File: src/rtl/mem_responder.sv
// mem_responder: word-addressed memory with programmable wait states for a
// small CPU, plus a host program-load port that streams words in sequentially.
//
// Build option: define MEM_RESP_PARITY_EN to store an even-parity bit with each
// word. Reads that find a bad parity bit pulse parity_err alongside ack and set
// the sticky err flag. Without the macro there is no parity storage and no
// parity_err port.
//
// Handshake: req is only looked at while the responder is idle (busy=0). When
// it is seen, addr/we/wdata are captured on that edge and later changes are
// ignored. Exactly WAIT_CYC+1 cycles later ack is high for one cycle, with
// rdata valid in that cycle. The next request can be sampled in the cycle after
// ack. The load port (ld_en/ld_valid/ld_data) takes priority over req in idle.
// Once in load mode, every cycle with ld_valid=1 stores one word; a CPU req in
// load mode is dropped and flagged on err.
module mem_responder #(
  parameter int DATA_W   = 8,
  parameter int ADDR_W   = 5,
  parameter int WAIT_CYC = 2
) (
  input  logic              clk,
  input  logic              rst_,
  input  logic              req,
  input  logic              we,
  input  logic [ADDR_W-1:0] addr,
  input  logic [DATA_W-1:0] wdata,
  output logic [DATA_W-1:0] rdata,
  output logic              ack,
  output logic              busy,
  input  logic              ld_en,
  input  logic              ld_valid,
  input  logic [DATA_W-1:0] ld_data,
  output logic [ADDR_W-1:0] ld_cnt,
  output logic              err,
`ifdef MEM_RESP_PARITY_EN
  output logic              parity_err,
`endif
  output logic [1:0]        state_dbg
);

  localparam int DEPTH = 1 << ADDR_W;
`ifdef MEM_RESP_PARITY_EN
  localparam int WORD_W = DATA_W + 1;
`else
  localparam int WORD_W = DATA_W;
`endif
  localparam logic [3:0] WAIT_INIT = 4'(WAIT_CYC);

  typedef enum logic [1:0] {
    S_IDLE = 2'd0,
    S_WAIT = 2'd1,
    S_RESP = 2'd2,
    S_LOAD = 2'd3
  } state_t;

  state_t            state_q;
  state_t            state_d;
  logic [3:0]        wait_cnt_q;
  logic [ADDR_W-1:0] addr_q;
  logic              we_q;
  logic [DATA_W-1:0] wdata_q;
  logic [DATA_W-1:0] rdata_q;
  logic [ADDR_W-1:0] ld_cnt_q;
  logic              err_q;

  // Decoded actions for the current cycle, produced by the FSM.
  logic              accept;
  logic              ld_start;
  logic              ld_wr;
  logic              cpu_wr;
  logic              load_req_err;
  logic              in_wait;
  logic              in_resp;

  logic [WORD_W-1:0] mem [DEPTH];
  logic [WORD_W-1:0] rd_word;
  logic [DATA_W-1:0] resp_data;
  logic              parity_bad;

  // Stored word format: the data, plus a leading even-parity bit when enabled.
  function automatic logic [WORD_W-1:0] encode(input logic [DATA_W-1:0] d);
`ifdef MEM_RESP_PARITY_EN
    return {^d, d};
`else
    return d;
`endif
  endfunction

  // FSM state register; reset aborts any in-flight request.
  always_ff @(posedge clk or negedge rst_) begin
    if (!rst_) begin
      state_q <= S_IDLE;
    end else begin
      state_q <= state_d;
    end
  end

  // Next state and per-cycle actions. Load mode beats a CPU request in idle.
  always_comb begin
    state_d      = state_q;
    accept       = 1'b0;
    ld_start     = 1'b0;
    ld_wr        = 1'b0;
    cpu_wr       = 1'b0;
    load_req_err = 1'b0;
    in_wait      = 1'b0;
    in_resp      = 1'b0;
    case (state_q)
      S_IDLE: begin
        if (ld_en) begin
          ld_start = 1'b1;
          state_d  = S_LOAD;
        end else if (req) begin
          accept  = 1'b1;
          state_d = (WAIT_CYC == 0) ? S_RESP : S_WAIT;
        end
      end
      S_WAIT: begin
        in_wait = 1'b1;
        if (wait_cnt_q <= 4'd1) begin
          state_d = S_RESP;
        end
      end
      S_RESP: begin
        in_resp = 1'b1;
        cpu_wr  = we_q;
        state_d = S_IDLE;
      end
      S_LOAD: begin
        ld_wr        = ld_valid;
        load_req_err = req;
        if (!ld_en) begin
          state_d = S_IDLE;
        end
      end
      default: state_d = S_IDLE;
    endcase
  end

  // Request capture and wait-state countdown.
  always_ff @(posedge clk or negedge rst_) begin
    if (!rst_) begin
      addr_q     <= '0;
      we_q       <= 1'b0;
      wdata_q    <= '0;
      wait_cnt_q <= '0;
    end else if (accept) begin
      addr_q     <= addr;
      we_q       <= we;
      wdata_q    <= wdata;
      wait_cnt_q <= WAIT_INIT;
    end else if (in_wait) begin
      wait_cnt_q <= wait_cnt_q - 4'd1;
    end
  end

  // Load pointer: cleared on entry to load mode, wraps through the whole array.
  always_ff @(posedge clk or negedge rst_) begin
    if (!rst_) begin
      ld_cnt_q <= '0;
    end else if (ld_start) begin
      ld_cnt_q <= '0;
    end else if (ld_wr) begin
      ld_cnt_q <= ld_cnt_q + ADDR_W'(1);
    end
  end

  // Storage array; contents deliberately survive reset.
  always_ff @(posedge clk) begin
    if (cpu_wr) begin
      mem[addr_q] <= encode(wdata_q);
    end else if (ld_wr) begin
      mem[ld_cnt_q] <= encode(ld_data);
    end
  end

  assign rd_word   = mem[addr_q];
  // A write echoes its own data; a read returns the stored word.
  assign resp_data = we_q ? wdata_q : rd_word[DATA_W-1:0];

`ifdef MEM_RESP_PARITY_EN
  assign parity_bad = in_resp && !we_q && (^rd_word);
  assign parity_err = parity_bad;
`else
  assign parity_bad = 1'b0;
`endif

  // Remember the last response so rdata holds steady between acks.
  always_ff @(posedge clk or negedge rst_) begin
    if (!rst_) begin
      rdata_q <= '0;
    end else if (in_resp) begin
      rdata_q <= resp_data;
    end
  end

  // Sticky error: CPU request during load, or a parity failure on a read.
  always_ff @(posedge clk or negedge rst_) begin
    if (!rst_) begin
      err_q <= 1'b0;
    end else if (load_req_err || parity_bad) begin
      err_q <= 1'b1;
    end
  end

  assign rdata     = in_resp ? resp_data : rdata_q;
  assign ack       = in_resp;
  assign busy      = (state_q != S_IDLE);
  assign ld_cnt    = ld_cnt_q;
  assign err       = err_q;
  assign state_dbg = state_q;

endmodule

File: config.mk
export PLATFORM = sky130hd
export DESIGN_NAME = mem_responder
export DESIGN_NICKNAME = d
export VERILOG_FILES = /design/src/rtl/mem_responder.sv
export SDC_FILE = /design/constraint.sdc
export NUM_CORES = 1
export LEC_CHECK = 0
export ABC_AREA = 0
export CORE_ASPECT_RATIO = 1.75
export CORE_UTILIZATION = 41
export CTS_CLUSTER_DIAMETER = 50
export CTS_CLUSTER_SIZE = 20
export DETAILED_ROUTE_END_ITERATION = 16
export GPL_TIMING_DRIVEN = 0
export HOLD_SLACK_MARGIN = 0.15
export SLEW_MARGIN = 5
export SYNTH_ARGS = -nofsm -noshare
export SYNTH_HDL_FRONTEND = slang
export SYNTH_SLANG_ARGS = --single-unit
File: constraint.sdc
create_clock -name clk -period 6.76 [get_ports clk]
set_clock_uncertainty 0.2 [all_clocks]
set_input_delay 1.014 -clock clk [delete_from_list [all_inputs] [get_ports clk]]
set_output_delay 1.014 -clock clk [all_outputs]
set_load 0.03 [all_outputs]
### Word-level counts from Yosys, hierarchy flattened

Memory sizes are Yosys's and may differ from the RTL's.
Cells that the tools add are included.

| storage, ports and cells | value |
|---|---|
| register bits | 34 |
| RAM bits | 256 |
| output and inout port bits | 18 |
| word-level logic and storage cells | 53 |
| memories kept | 1 |

Memory list:

| memory | words | width | rd ports | clocked after memory_dff | wr ports | line | text |
|---|---|---|---|---|---|---|---|
| mem | 32 | 8 | 1 | 0 | 1 | 75 | `logic [WORD_W-1:0] mem [DEPTH];` |

| operators by class | value |
|---|---|
| add/sub/neg operators | 2 |
| $lt $le $gt $ge | 1 |
| eq/ne operators | 6 |
| mux-type cells | 29 |
| reduce and logical (&&, ||, !) cells | 6 |

Operators with widths:

| cell | number |
|---|---|
| $mux W8 | 3 |
| $mux W1 | 16 |
| $mux W5 | 3 |
| $mux W2 | 4 |
| $mux W4 | 2 |
| $pmux W2 S4 | 1 |
| $reduce_or A8 Y1 | 1 |
| $reduce_bool A2 Y1 | 3 |
| $add A5 B1 Y5 const B | 1 |
| $eq A2 B2 Y1 const B | 2 |
| $le A4 B1 Y1 const B | 1 |
| $ne A2 B2 Y1 const B | 2 |
| $sub A4 B1 Y4 const B | 1 |
| $ne A3 B3 Y1 const B | 1 |
| $reduce_and A3 Y1 | 1 |
| $eq A2 B1 Y1 const B | 1 |
| $logic_not A2 Y1 | 1 |

### Depth between registers and ports, before layout

Gate-level depths: netlist of run 1.

| depth | value |
|---|---|
| word-level depth | 7 |
| depth in mapped cells | 9 |
| depth with buffers taken out | 6 |

### Worst setup path before layout of run 1

No wires, ideal clock.

| timing path | value |
|---|---|
| path type | register to output |
| start | reg state_q[1] (netlist: state_dbg[1]) |
| end | out rdata[0] |
| data arrival time | 2.631 ns |
| setup slack | 2.915 ns |
| cell stages (with the launch flop) | 6 |
| buffers on the path | 1 |
| cells stage by stage | dfrtp_1 -> clkbuf_1 -> nand2_1 -> inv_1 -> nand2_1 -> o41ai_1 |

| between the ends | value |
|---|---|
| longest elaborated chain between the ends | 3 |

Ends and longest elaborated chain:

| element | line | text |
|---|---|---|
| from (decl) | 56 | `state_t state_q;` |
| from (signal assigned) | 94 | `state_q <= state_d;` |
| $eq A2 B2 Y1 | 108 | `case (state_q)` |
| $mux W1 | 108 |  |
| named net ack | 28 | `output logic ack,` |
| $mux W8 | - |  |
| to (decl) | 27 | `output logic [DATA_W-1:0] rdata,` |

The timed path passes the listed nets, and every way through them passes these cells.

### Worst setup path in the final report of run 1

| timing path | value |
|---|---|
| start | reg addr_q[0] |
| end | out rdata[7] |

| between the ends | value |
|---|---|
| longest elaborated chain between the ends | 3 |

Ends and longest elaborated chain:

| element | line | text |
|---|---|---|
| from (decl) | 59 | `logic [ADDR_W-1:0] addr_q;` |
| from (signal assigned) | 148 | `addr_q <= addr;` |
| $mem_v2 Z32 W8 | - |  |
| $mux W8 | 179 | `assign resp_data = we_q ? wdata_q : rd_word[DATA_W-1:0];` |
| $mux W8 | - |  |

Every way passes these cells.

==> results.yml, run 1 <==
global_routing:
  use_met2_pct: 36.1
  grt_pass1_vias: 6657
  grt_overflow: 0
  grt-busiest-layer: "met2"
  met3_usage_pct: 1.68
  grt_pass1_wl_um: 40200
  antenna_found_initial: 1
  gr-usage-met1_pct: 20.2
  grt_max_degree: 35
  gr-usage-all-layers_pct: 18.9
yosys:
  synth_cells: 701
  ys_top_cells_by_area: "edfxtp_1 (65%), dfrtp_1 (7.2%), mux2i_1 (5.5%)"
  async_flop_share_pct: 11.7
  synth_area_um2: 11900
  avgSynthCellArea_um2: 16.9
  yosys_warnings: 0
  yosys.area.top_type: "edfxtp_1"
  yosys.area_share.adder_pct: 0.317
  synth_mux_area_share_pct: 14.0
  synth_ff_type: "edfxtp_1"
  synth_compound_area_share_pct: 4.60
  syn_nets: 731
  synth_top_family_by_area: "multiplexers"
  yosysSeqAreaShare_pct: 72.1
  synth_simple_gate_area_share_pct: 5.90
  synth.top_cell.area_share_pct: 64.9
  synth-xor-area-share_pct: 0.517
  ys_types: 42
  synth_edf_count: 256
  synth-seq-cells: 290
run:
  drv_cap: 0
floorplan:
  die_y_um: 227
  die_w_um: 131
  core_um2: 28500
  ios: 45
  initial_core_util_pct: 41.5
  rows: 82
  die_area_um2: 29600
timing:
  tightest_slew_ps: 1220
  setup_violations: 0
  hold_ws_ps: 287
  final-max-slew-violation-count: 0
  slew_headroom_pct: 18.6
  max_freq_ghz: 0.197
  fin_crit_sh_pct: 75.2
  fin_tns_setup_ps: 0
  report.final.hold_viol_count: 0
  rsz0062_at_grt: "false"
  period_minus_slack_ps: 5090
clock_tree:
  insertion_delay_ps: 520
  cts_resized: 0
  clock_path_buffers: 3
  htree_levels: 1
  ctsHoldBuffers: 0
  clk_pin_slew_ps: 80
  cts_sinks: 290
  cts_setup_buffers: 0
  numCtsBuffers: 18
  cts_root_buf: "clkbuf_16"
  cts_tree: "yes"
routing:
  drc_errors: 0
  vias: 6258
  ant_nets: 0
  drtIter0Drc: 488
  dr.pass1.iters: 5
  wire_per_inst_um: 23.3
  wl_um: 27000
  viasPerCell: 5.41
setup_path:
  crit_path_top_delay_cell: "clkdlybuf4s50_1"
  start_kind: "flop"
  max_stage_delay_ps: 820
  critPathTopFamily: "buffers and inverters"
  crit_chain: "buf_6, buf_12, buf_12, buf_12, mux2i_1, a22oi_1, nand3_1, and3_1, o41ai_1, clkdlybuf4s50_1"
  crit_path_end_kind: "primary output"
  required_ps: 5550
  arrival_ps: 3870
  worstSetupPathType: "flop to primary output"
  cp_max_fo: 10
  crit_buf_inv: 5
  crit_top_cell: "buf_12"
pwr:
  internal_power_w: 0.00364
  combPwrFrac_pct: 35.4
  p_clk_share_pct: 20.6
  p_sw_share_pct: 34.1
  switchingPower_w: 0.00189
  p_leak_nw: 4.54
  seqPwrFrac_pct: 44.0
  power_density_nw_per_um2: 415
  ir_drop_mv: 0.176
layout:
  final_nets: 795
  multi_input_area_um2: 3010
  area_growth_pct: 12.4
  post-route-util_pct: 46.7
  instances_no_fill: 1156
  seq_area_um2: 8540
  final_layout_size_suffix_gt1_share_pct: 9.52
  nFillCells: 2513
placement:
  port_buffers: 44
  place.gp.congestion: 0.841
  hpwl_um: 19200
  place_inst: 1123
hold_path:
  hold_path.class: "flop to flop"
run_status:
  status: "finished, final reports clean"
Yosys cell counts (all sizes together) (4+ instances only):
cell type  instances
a211oi             8
a21oi             19
a22oi             32
and3              10
buf               21
clkbuf            17
dfrtp             34
edfxtp           256
inv                9
mux2              19
mux2i             65
mux4              32
nand2             66
nand3             12
nand3b             4
nor2              48
nor2b             10
o41ai              8
xor2               4
worst register-to-register path: cells and delay by family (launching register included):
family                 cells  cell delay, ps
AND/OR/NAND/NOR            3            1340
buffers and inverters      3             750
AO/OA/AOI/OAI              1             520
flip-flops                 1             390
worst paths after layout:
path	depth (start not counted)	to	slack, ps	start
min reg2reg	1	err	290	err
min in group asynchronous	1	wdata_q[6]	390	rst_
max reg2reg	7	mem[16][7]	3210	state_dbg[0]
max in group asynchronous	1	rdata_q[0]	5450	rst_
min	1	err	290	err
max	10	rdata[7]	1670	addr_q[0]
metal layers:
| layer | part of all wire (%) | up-vias |
|---|---|---|
| met1 | 36 | 3171 |
| met2 | 56 | 176 |
| met3 | 3.5 | 51 |
| li1 | - | 2860 |
| met4 | 4.5 | 0 |
| met5 | 0 | - |
power by group through the flow:
stage / registers (W) / logic [W] / clock network [W]
2_1_floorplan: 0.00245 / 0.00129 / 0
3_3_place_gp: 0.00246 / 0.00192 / 0
3_5_place_dp: 0.00248 / 0.00198 / 0
4_1_cts: 0.00244 / 0.00199 / 0.00116
5_1_grt: 0.00245 / 0.00210 / 0.00120
6_report: 0.00244 / 0.00196 / 0.00114
registers in the layout, summed over array words and instances (netlist names):
name        flops
state_dbg       2
we_q            1
mem           256
wait_cnt_q      4
wdata_q         8
addr_q          5
err             1
rdata_q         8
ld_cnt          5
stage by stage:
stage / cell area [um2] / setup WS (ps) / power (W)
2_1_floorplan: 11900 / 2920 / 0.00374
4_1_cts: 13300 / 1700 / 0.00558
3_3_place_gp: 12800 / 2300 / 0.00438
3_5_place_dp: 12800 / 2260 / 0.00446
5_1_grt: 13300 / 1560 / 0.00575
6_report: 13300 / 1670 / 0.00553
placed cells by master (no fill, tap or decap), types with 3 or more instances in the layout:
| cell type | instances |
|---|---|
| a211oi_1 | 8 |
| a21oi_1 | 19 |
| a22oi_1 | 32 |
| a31oi_1 | 3 |
| and3_1 | 10 |
| buf_1 | 3 |
| buf_12 | 4 |
| buf_2 | 7 |
| buf_6 | 6 |
| clkbuf_1 | 26 |
| clkbuf_16 | 19 |
| clkdlybuf4s50_1 | 43 |
| dfrtp_1 | 34 |
| edfxtp_1 | 256 |
| ha_1 | 3 |
| inv_1 | 9 |
| mux2_2 | 19 |
| mux2i_1 | 65 |
| mux4_1 | 21 |
| mux4_2 | 11 |
| nand2_1 | 66 |
| nand3_1 | 12 |
| nand3b_1 | 4 |
| nor2_1 | 48 |
| nor2b_1 | 10 |
| o21ai_0 | 3 |
| o41ai_1 | 8 |
| xnor2_1 | 3 |
| xor2_1 | 4 |
cell families after synthesis:
| logic type | count (synthesis) |
|---|---|
| buf+inv | 47 |
| flops | 290 |
| simple gates | 159 |
| mux | 116 |
| fa+ha+maj | 3 |
| compound gates | 79 |
| xor+xnor | 7 |
layout make-up:
type	instances	area share, %
timing repair buffer	44	3.27
multi-input combinational	364	22.6
sequential	290	64.1
antenna	1	0.0188
clock buffer	30	3.88
clock inverter	2	0.291
buffer	38	2.03
tap	378	3.55
inverter	9	0.254
No activity file was read; power rests on OpenSTA's default activity.
==> run 2: changes to the inputs <==
==> constraint.sdc (replaced) <==
create_clock -name clk -period 5.3 [get_ports clk]
set_clock_uncertainty 0.2 [all_clocks]
set_input_delay 0.795 -clock clk [delete_from_list [all_inputs] [get_ports clk]]
set_output_delay 0.795 -clock clk [all_outputs]
set_load 0.03 [all_outputs]
==> results of run 2 <==
Same layout as run 1 (identical final DEF). Status: finished, final reports clean.
Among the figures that moved: setup slack after placement 2260 ps -> 1020 ps; setup slack after layout 1670 ps -> 434 ps; hold slack 287 ps -> 173 ps; register-to-register setup slack 3210 ps -> 1750 ps; total power 0.00553 W -> 0.00706 W; worst IR drop on VDD 0.176 mV -> 0.225 mV
==> run 3: changes to the inputs <==
--- a/config.mk
+++ b/config.mk
@@ -6,13 +6,15 @@
 export NUM_CORES = 1
 export LEC_CHECK = 0
 export ABC_AREA = 0
+export CAP_MARGIN = 20
 export CORE_ASPECT_RATIO = 1.75
 export CORE_UTILIZATION = 41
 export CTS_CLUSTER_DIAMETER = 50
-export CTS_CLUSTER_SIZE = 20
+export CTS_CLUSTER_SIZE = 10
 export DETAILED_ROUTE_END_ITERATION = 16
 export GPL_TIMING_DRIVEN = 0
 export HOLD_SLACK_MARGIN = 0.15
+export SKIP_CTS_REPAIR_TIMING = 1
 export SLEW_MARGIN = 5
 export SYNTH_ARGS = -nofsm -noshare
 export SYNTH_HDL_FRONTEND = slang
==> results.yml, run 3 (synthesis results as in run 1) <==
hold_path:
  hold_path.class: "input pin to async pin"
routing:
  wire_per_inst_um: 22.9
  drtIter0Drc: 452
  wl_um: 27300
  drc_errors: 0
  viasPerCell: 5.40
  dr.pass1.iters: 5
  vias: 6412
  ant_nets: 0
timing:
  final-max-slew-violation-count: 0
  slew_headroom_pct: 23.1
  max_freq_ghz: 0.209
  period_minus_slack_ps: 4790
  fin_tns_setup_ps: 0
  rsz0062_at_grt: "false"
  report.final.hold_viol_count: 0
  tightest_slew_ps: 1150
  setup_violations: 0
  fin_crit_sh_pct: 90.4
  worst_slack_ps: 511
setup_path:
  crit_path_start: "addr_q[2]"
  crit_buf_inv: 4
  required_ps: 4300
  start_kind: "flop"
  r2r_setup_slack_ps: 1890
  crit_path_end: "rdata[4]"
  crit_path_end_kind: "primary output"
  ff2ff_path_depth: 8
  arrival_ps: 3790
  max_stage_delay_ps: 820
  crit_chain: "buf_2, clkbuf_1, clkbuf_1, a211oi_1, o41ai_1, clkdlybuf4s50_1"
  timing.rr.end: "mem[12][2]"
  crit_top_cell: "clkbuf_1"
  worstSetupPathType: "flop to primary output"
  crit_path_top_delay_cell: "clkdlybuf4s50_1"
  cp_max_fo: 10
  r2r-start: "state_dbg[0]"
  cp_num_cells: 6
  critPathTopFamily: "buffers and inverters"
layout:
  area_growth_pct: 17.7
  largest_reg_flops: 256
  finalInstanceArea_um2: 14000
  final_layout_size_suffix_gt1_share_pct: 12.5
  final_nets: 821
  layout_common_cells: "edfxtp_1 (256), nand2_1 (65), mux2i_1 (65), nor2_1 (48), clkdlybuf4s50_1 (43)"
  regMostFlops: "mem"
  reg_top3: "mem (256), rdata_q (8), wdata_q (8)"
  final_common_cell: "edfxtp_1"
  post-route-util_pct: 48.9
placement:
  port_buffers: 44
  hpwl_um: 19300
  place.gp.congestion: 0.841
  place_ws_ps: 1010
  placed_area_um2: 12800
clock_tree:
  cts_sinks: 290
  clk_pin_slew_ps: 60
  numCtsBuffers: 34
  insertion_delay_ps: 500
  cts_root_buf: "clkbuf_16"
  htree_levels: 2
  clock_path_buffers: 3
  cts_tree: "yes"
floorplan:
  ios: 45
  rows: 82
  die_y_um: 227
  core_um2: 28500
  die_area_um2: 29600
  die_w_um: 131
  initial_core_util_pct: 41.5
global_routing:
  grt_pass1_wl_um: 40800
  grt_pass1_vias: 6804
  antenna_found_initial: 1
  grt_overflow: 0
  grt_max_degree: 35
  gr-usage-all-layers_pct: 19.2
run:
  drv_cap: 0
run_status:
  status: "finished, final reports clean"
pwr:
  ir_drop_mv: 0.225
  p_leak_nw: 4.84
  power_density_nw_per_um2: 563
  fin_total_pwr_w: 0.00786
-- run 3: changes by cell type in the layout (fill, tap and decap cells not counted), sizes merged --
cell	previous run	this run
clkinv	1	0
clkbuf	47	73
bufinv	1	0
buf	22	30
-- run 3: layout make-up --
cell class                      count  area, um2
Fill cell                        2452      14600
Multi-Input combinational cell    364       3010
Sequential cell                   290       8540
Timing Repair Buffer               54        633
Buffer                             38        270
Clock buffer                       54        990
Inverter                            9       33.8
Antenna cell                        1       2.50
Tap cell                          378        473
-- run 3: worst min path at each step --
stage,cells after the start,end,start
floorplan,1,wait_cnt_q[1],wait_cnt_q[1]
global placement,1,err,err
detailed placement,1,err,err
CTS,1,wait_cnt_q[3],rst_
global route,1,wait_cnt_q[3],rst_
finish,1,err,rst_
-- run 3: report_power, final --
group | switching (W) | total [W] | internal, W
logic | 0.00161 | 0.00267 | 0.00107
registers | 0.000106 | 0.00309 | 0.00298
clock network | 0.000830 | 0.00210 | 0.00127
-- run 3: metal layers --
layer	share of wire (%)	track usage, %	up-vias
li1	-	-	2918
met1	35	20.5	3250
met2	56	36.4	183
met3	3.8	2.34	61
met4	4.6	9.71	0
met5	0	0	-
-- run 3: stage by stage --
| step | cells | hold slack [ps] |
|---|---|---|
| 6_report | 1188 | 175 |
| 3_5_place_dp | 1124 | 265 |
| 5_1_grt | 1188 | 229 |
| 4_1_cts | 1178 | 189 |
| 2_1_floorplan | 701 | 283 |
| 3_3_place_gp | 1123 | 264 |
